### config.mk
export PLATFORM = sky130hd
export DESIGN_NAME = gf256_mult_seq
export DESIGN_NICKNAME = d
export VERILOG_FILES = /design/src/rtl/gf256_mult_seq.sv
export SDC_FILE = /design/constraint.sdc
export NUM_CORES = 1
export LEC_CHECK = 0
export CAP_MARGIN = 20
export CORE_UTILIZATION = 43
export CTS_CLUSTER_DIAMETER = 30
export DETAILED_ROUTE_END_ITERATION = 6
export DONT_BUFFER_PORTS = 1
export HOLD_SLACK_MARGIN = 0.12
export PLACE_DENSITY = 0.67
export SLEW_MARGIN = 20
export SYNTH_ARGS = -nofsm -noshare
export SYNTH_HDL_FRONTEND = slang
export SYNTH_SLANG_ARGS = --single-unit
### constraint.sdc
create_clock -name clk -period 1.1 [get_ports clk]
set_input_delay 0.22 -clock clk [delete_from_list [all_inputs] [get_ports clk]]
set_output_delay 0.22 -clock clk [all_outputs]
set_load 0.02 [all_outputs]
### src/rtl/gf256_mult_seq.sv
// Sequential GF(2^8) multiplier, p = a*b mod x^8+x^4+x^3+x+1, one bit of b per cycle.
// Fixed latency; xfx_mult supplies the x-multiply-and-reduce step.

module xfx_mult (
   input  logic [7:0] f,
   output logic [7:0] v
);
   // xtime: shift left, fold x^8 back in as 0x1B
   assign v = {f[6:0], 1'b0} ^ (f[7] ? 8'h1B : 8'h00);
endmodule

module gf256_mult_seq (
   input  logic       clk,
   input  logic       rst_n,
   input  logic       in_valid,
   output logic       in_ready,
   input  logic [7:0] a,
   input  logic [7:0] b,
   output logic       out_valid,
   input  logic       out_ready,
   output logic [7:0] p,
   output logic [1:0] dbg_state
);
   // Handshake: a transfer happens on a rising edge where valid and ready are both 1;
   // a/b are sampled only then, and p/out_valid hold until out_ready is seen.

   typedef enum logic [1:0] {
      IDLE = 2'd0,
      RUN  = 2'd1,
      DONE = 2'd2
   } state_t;

   state_t     state_q, state_d;
   logic [7:0] sh_q, sh_d;
   logic [7:0] bb_q, bb_d;
   logic [7:0] acc_q, acc_d;
   logic [2:0] cnt_q, cnt_d;
   logic [7:0] sh_x;

   xfx_mult u_xfx (
      .f (sh_q),
      .v (sh_x)
   );

   always_ff @(posedge clk) begin
      if (!rst_n) begin
         state_q <= IDLE;
         sh_q    <= 8'h00;
         bb_q    <= 8'h00;
         acc_q   <= 8'h00;
         cnt_q   <= 3'd0;
      end else begin
         state_q <= state_d;
         sh_q    <= sh_d;
         bb_q    <= bb_d;
         acc_q   <= acc_d;
         cnt_q   <= cnt_d;
      end
   end

   always_comb begin
      state_d = state_q;
      sh_d    = sh_q;
      bb_d    = bb_q;
      acc_d   = acc_q;
      cnt_d   = cnt_q;
      case (state_q)
         IDLE: begin
            if (in_valid) begin
               sh_d    = a;
               bb_d    = b;
               acc_d   = 8'h00;
               cnt_d   = 3'd0;
               state_d = RUN;
            end
         end
         RUN: begin
            // Always eight iterations so timing never depends on operand values
            acc_d = acc_q ^ (bb_q[0] ? sh_q : 8'h00);
            sh_d  = sh_x;
            bb_d  = {1'b0, bb_q[7:1]};
            cnt_d = cnt_q + 3'd1;
            if (cnt_q == 3'd7) begin
               state_d = DONE;
            end
         end
         DONE: begin
            if (out_ready) begin
               state_d = IDLE;
            end
         end
         default: begin
            state_d = IDLE;
         end
      endcase
   end

   assign in_ready  = rst_n && (state_q == IDLE);
   assign out_valid = (state_q == DONE);
   assign p         = acc_q;
   assign dbg_state = state_q;

endmodule

==> results.toml, run 1 <==
[run_status]
outcome = "complete, but fails checks"
violations = "negative setup slack"

[worst_hold_path]
min_path_cells = 1
hold_start = "rst_n"
hold_path_class = "in2reg"

[route]
drtAntennaViolNets = 0
first_iter_violations = 35
wl_per_cell_um = 15.1
viasPerCell = 5.51
drc = 0
dr_total_vias = 1257
drt_wl_total_mm = 3.44
first_pass_iters = 4

[die]
die_h_um = 60.1
dieArea_um2 = 3610
num_rows = 20
pin_count = 32
coreArea_um2 = 3130
start_util = 0.464
die_w_um = 60.1

[synth]
synth-async-reset-ratio = 0
ys_top_cells_by_count = "dfxtp_1, nand2_1, o21ai_0, a21oi_1, o22ai_1"
synth_warnings = 0
syn_area_um2 = 1450
syn_nets = 190
syn_avg_cell_area_um2 = 8.64
ys_ff_latch = 29
yosysSeqAreaShare = 0.400
synth_area_leader_cell = "dfxtp_1"
postSynthCellCount = 168
yosys.area.top_type_share = 0.400
yosys-top-cells-area = "dfxtp_1, o22ai_1, o21ai_0"
synth_flop_cell = "dfxtp_1"
synth_cell_type_count = 34
yosysMostFrequentCell = "dfxtp_1"
synth_edf_count = 0

[clock_network]
clockBufferDepth = 2
path_clk_slew_ps = 90
cts_tree = "yes"
cts_made_buffers = 5
insertion_delay_ps = 330
htreeDepth = 2
root_buffer = "clkbuf_4"
cts.sinks = 29

[timing]
setup_slack_ps = -208
tightest_slew_ps = 364
hold_viol = 0
fin_hold_ws_ps = 20.2
setup_viol = 16
finalClockSkew_ps = 10.8
relSlewSlack = 0.757
finalSetupTns_ps = -1740
period_minus_slack_ps = 1310
rsz0062_at_grt = "yes"
final-max-slew-violation-count = 0
post-route-period-util = 1.19
max_clock_freq_mhz = 764

[place]
place_congestion = 0.777
place_inst = 214
hpwl_mm = 2.31
numPortBuffers = 0

[final_layout]
layout.nets = 205
final_cells = 228
drive_above_1_share = 0.375
antenna_cells = 0
final_util = 0.574
synthToLayoutAreaGrowth_pct = 23.6

[setup_path]
worstPathMaxFanout = 4
r2r.worst_path.cells = 5
crit_chain = "buf_6, nor2b_4, buf_6"
cp.arrival_ps = 1090
r2r-start = "dbg_state[1]"
cp_top_family = "flip-flops"
slowest_delay_ps = 370
crit_top_cell = "buf_6"
critPathLaunch = "dbg_state[1]"
path_class = "reg2out"
cp_slowest_cell = "dfxtp_4"
end_kind = "output port"
required_ps = 880
cp-start-kind = "flop"
path_depth = 3
cp_num_buf_inv = 2

[global_routing]
antenna_found_initial = 0
grtUsageTotal = 0.208
grt_pass1_wl_mm = 5.49
grt_max_degree = 40
grt_pass1_vias = 1260
grt-ovfl-total = 0

[power_and_ir_drop]
p_leak_nw = 0.644
power_density_nw_per_um2 = 1240
ir_drop_v = 0.000661
total_power_mw = 2.22

[job]
drv_cap = 0
[placed cells by master (no fill, tap or decap), drive strengths merged, types with 3 or more instances in the layout]
cell     count
a21oi       20
dfxtp       29
o21ai       15
nor2        10
xnor2        3
inv          4
nand3b       8
clkbuf       6
buf         21
o2bb2ai      7
nand2       20
and3         3
o22ai       14
nor2b        4
[cells by family (layout without fill, tap and decap cells)]
group                    count (synthesis)  count (layout)  synth area share
AND/OR/NAND/NOR                         50              50             0.178
AO/OA/AOI/OAI                           65              66             0.296
XOR/XNOR                                 3               3            0.0181
adder cells (fa/ha/maj)                  2               2            0.0172
buffers and inverters                   18              33            0.0836
flip-flops                              29              29             0.400
multiplexers                             1               1           0.00690
[what timing repair did]
action | CTS | global route
endpoints found under the setup margin | 8 | 31
pin swaps | 4 | 4
hold endpoints to repair | 29 | 29
setup buffers | 3 | 2
gates cloned | 0 | 1
resized for setup | 17 | 32
[where the power goes]
group          internal [mW]  switching, mW  total (mW)
registers               1.11         0.0773        1.19
clock network          0.243          0.383       0.626
logic                  0.210          0.191       0.401
total                   1.57          0.651        2.22
[state kept, by name, indices dropped and copies added, names as in the netlist]
name and cells:
bb_q 8, dbg_state 2, cnt_q 3, p 8
sh_q 8
[metrics by stage]
step / setup slack (ps) / cell area (um2)
6_report: -208 / 1790
3_5_place_dp: -54.5 / 1530
2_1_floorplan: -52.0 / 1460
5_1_grt: -254 / 1790
4_1_cts: -228 / 1670
3_3_place_gp: -11.1 / 1530
[area by class of cell]
type,count,area [um2]
Clock buffer,6,41.3
Timing Repair Buffer,21,191
Multi-Input combinational cell,122,890
Tap cell,44,55.1
Fill cell,283,1330
Inverter,4,15.0
Sequential cell,29,592
Clock inverter,2,10.0
[routing by layer]
metal  wire length (um)  track usage  vias to the layer above
met5                  0            0                        -
met4                 42       0.0897                        0
met3                189       0.0758                        5
met2               1670        0.337                       26
met1               1540        0.246                      594
li1                   -            -                      632
[path summary, 6_finish.rpt]
path	end	slack (ps)
worst min-delay path	dbg_state[1]	20
worst min register to register	p[1]	490
worst max register to register	cnt_q[1]	-130
worst max-delay path	out_valid	-210
Power figures use the tool's default switching activity.
==> inputs of run 2 (changes only) <==
Settings changed: HOLD_SLACK_MARGIN 0.12 to unset, SYNTH_HIERARCHICAL set to 1.
==> results.toml, run 2 <==
[synth]
synth_flop_cell = "dfxtp_1"
ys_top_cells_by_count = "dfxtp_1, nand2_1, a21oi_1, o22ai_1, nor2_1"
synth_area_leader_cell = "dfxtp_1"
yosys.area.top_type_share = 0.381
synth_warnings = 6
syn_nets = 195
synth_edf_count = 0
synth_cell_type_count = 31
synth-async-reset-ratio = 0
syn_area_um2 = 1520
yosysSeqAreaShare = 0.381
syn_avg_cell_area_um2 = 8.80
yosysMostFrequentCell = "dfxtp_1"
postSynthCellCount = 173
ys_ff_latch = 29
yosys-top-cells-area = "dfxtp_1, o2bb2ai_1, a21oi_2"

[final_layout]
final_cells = 227
antenna_cells = 0
final_cell_mix = "dfxtp_1, nand2_1, a21oi_2"
multi_input_area_um2 = 905
synthToLayoutAreaGrowth_pct = 19.4
layout.nets = 202
drive_above_1_share = 0.409
num-fill-cells = 332
final_common_cell = "dfxtp_1"
register_area_um2 = 589

[timing]
fin_hold_ws_ps = 21.6
max_clock_freq_mhz = 752
hold_viol = 0
finalClockSkew_ps = 10.1
relSlewSlack = 0.597
finalSetupTns_ps = -4010
tightest_slew_ps = 602
period_minus_slack_ps = 1330
post-route-period-util = 1.21
final-max-slew-violation-count = 0
setup_viol = 33
setup_slack_ps = -230
rsz0062_at_grt = "yes"

[clock_network]
insertion_delay_ps = 330
cts_made_buffers = 5
clockBufferDepth = 2
path_clk_slew_ps = 100
cts_tree = "yes"
htreeDepth = 2
root_buffer = "clkbuf_4"
cts.sinks = 29

[die]
dieArea_um2 = 3780
num_rows = 21
coreArea_um2 = 3360
die_h_um = 61.5
start_util = 0.453
die_w_um = 61.5
pin_count = 32

[place]
hpwl_mm = 2.28
numPortBuffers = 0
place_inst = 211
place_congestion = 0.786
place_ws_ps = -13.4

[job]
drv_cap = 0

[setup_path]
required_ps = 880
cp-start-kind = "flop"
cp_num_buf_inv = 2
crit_top_cell = "buf_6"
path_class = "reg2out"
worstPathMaxFanout = 4
crit_chain = "buf_6, nor2b_4, buf_6"
cp_slowest_cell = "dfxtp_4"
slowest_delay_ps = 380
critPathLaunch = "dbg_state[0]"
r2r-start = "dbg_state[0]"
cp.arrival_ps = 1110
cp_top_family = "flip-flops"
end_kind = "output port"

[route]
drtAntennaViolNets = 0
drt_wl_total_mm = 3.68
viasPerCell = 5.68
first_iter_violations = 41
wl_per_cell_um = 16.2
dr_total_vias = 1289
first_pass_iters = 5
drc = 0

[global_routing]
grt_pass1_wl_mm = 5.80
grt_pass1_vias = 1297
grt_max_degree = 31
grtUsageTotal = 0.212
antenna_found_initial = 0
grt-ovfl-total = 0

[power_and_ir_drop]
power_density_nw_per_um2 = 1300
ir_drop_v = 0.000711
p_leak_nw = 0.651
total_power_mw = 2.36

[worst_hold_path]
hold_path_class = "in2reg"
hold_start = "rst_n"

[run_status]
violations = "negative setup slack"
outcome = "complete, but fails checks"
run 2: cell types whose count changed after synthesis, moves of 3 or more:
cell / before / now
buf_4: 1 / 7
buf_2: 3 / 8
xnor2_1: 3 / 0
xor2_1: 0 / 3
o21ai_2: 0 / 9
clkbuf_1: 5 / 1
o2bb2ai_1: 7 / 10
o21ai_1: 0 / 4
o21ai_0: 15 / 2
a21oi_2: 6 / 9
run 2: where the power goes:
| group | total, mW | switching, mW | internal [mW] |
|---|---|---|---|
| registers | 1.19 | 0.0837 | 1.11 |
| logic | 0.397 | 0.205 | 0.192 |
| clock network | 0.766 | 0.395 | 0.370 |
| total | 2.36 | 0.684 | 1.67 |
run 2: worst register-to-register path: stages, from the launching register on:
cell	delay [ps]
dfxtp_4	380
buf_4	140
buf_6	120
and2b_4	220
a22oi_1	210
nor2b_1	80
run 2: timing repair:
action                                  4_1_cts  5_1_grt
endpoints found under the hold margin        10        0
gates resized for setup                      13       18
hold buffers                                  1        0
endpoints found under the setup margin        5       34
pin swaps                                     7        3
buffers inserted                              7        0
run 2: cell type report:
type	count	share of cell area
multi-input cells	122	0.498
flip-flops and latches	29	0.324
repair buffers	18	0.0970
clock buffers	7	0.0358
well taps	46	0.0317
inverters	4	0.0110
clock inverters	1	0.00275
run 2: cells by family after synthesis:
| logic type | after synthesis | synth area share |
|---|---|---|
| multiplexers | 1 | 0.00657 |
| flip-flops | 29 | 0.381 |
| AO/OA/AOI/OAI | 68 | 0.329 |
| AND/OR/NAND/NOR | 48 | 0.162 |
| buffers and inverters | 22 | 0.0879 |
| XOR/XNOR | 3 | 0.0173 |
| adder cells (fa/ha/maj) | 2 | 0.0164 |
run 2: final timing paths:
check,slack (ps),endpoint,cells after the start
setup / recovery,-230,out_valid,3
hold reg to reg,500,p[7],2
hold / removal,20,bb_q[2],2
setup reg to reg,-160,dbg_state[1],5
run 2: routing by layer:
metal,routed length (um),vias to the layer above,GRT usage,part of all wire
li1,-,631,-,-
met1,1590,610,0.258,0.43
met2,1800,37,0.346,0.49
met3,184,11,0.0441,0.050
met4,102,0,0.124,0.028
met5,0,-,0,0
run 2: through the flow:
stage | util | cell area (um2)
final | 0.541 | 1820
after global routing | 0.541 | 1820
after CTS | 0.520 | 1750
after detailed placement | 0.468 | 1580
after global placement | 0.468 | 1580
after floorplan | - | 1560
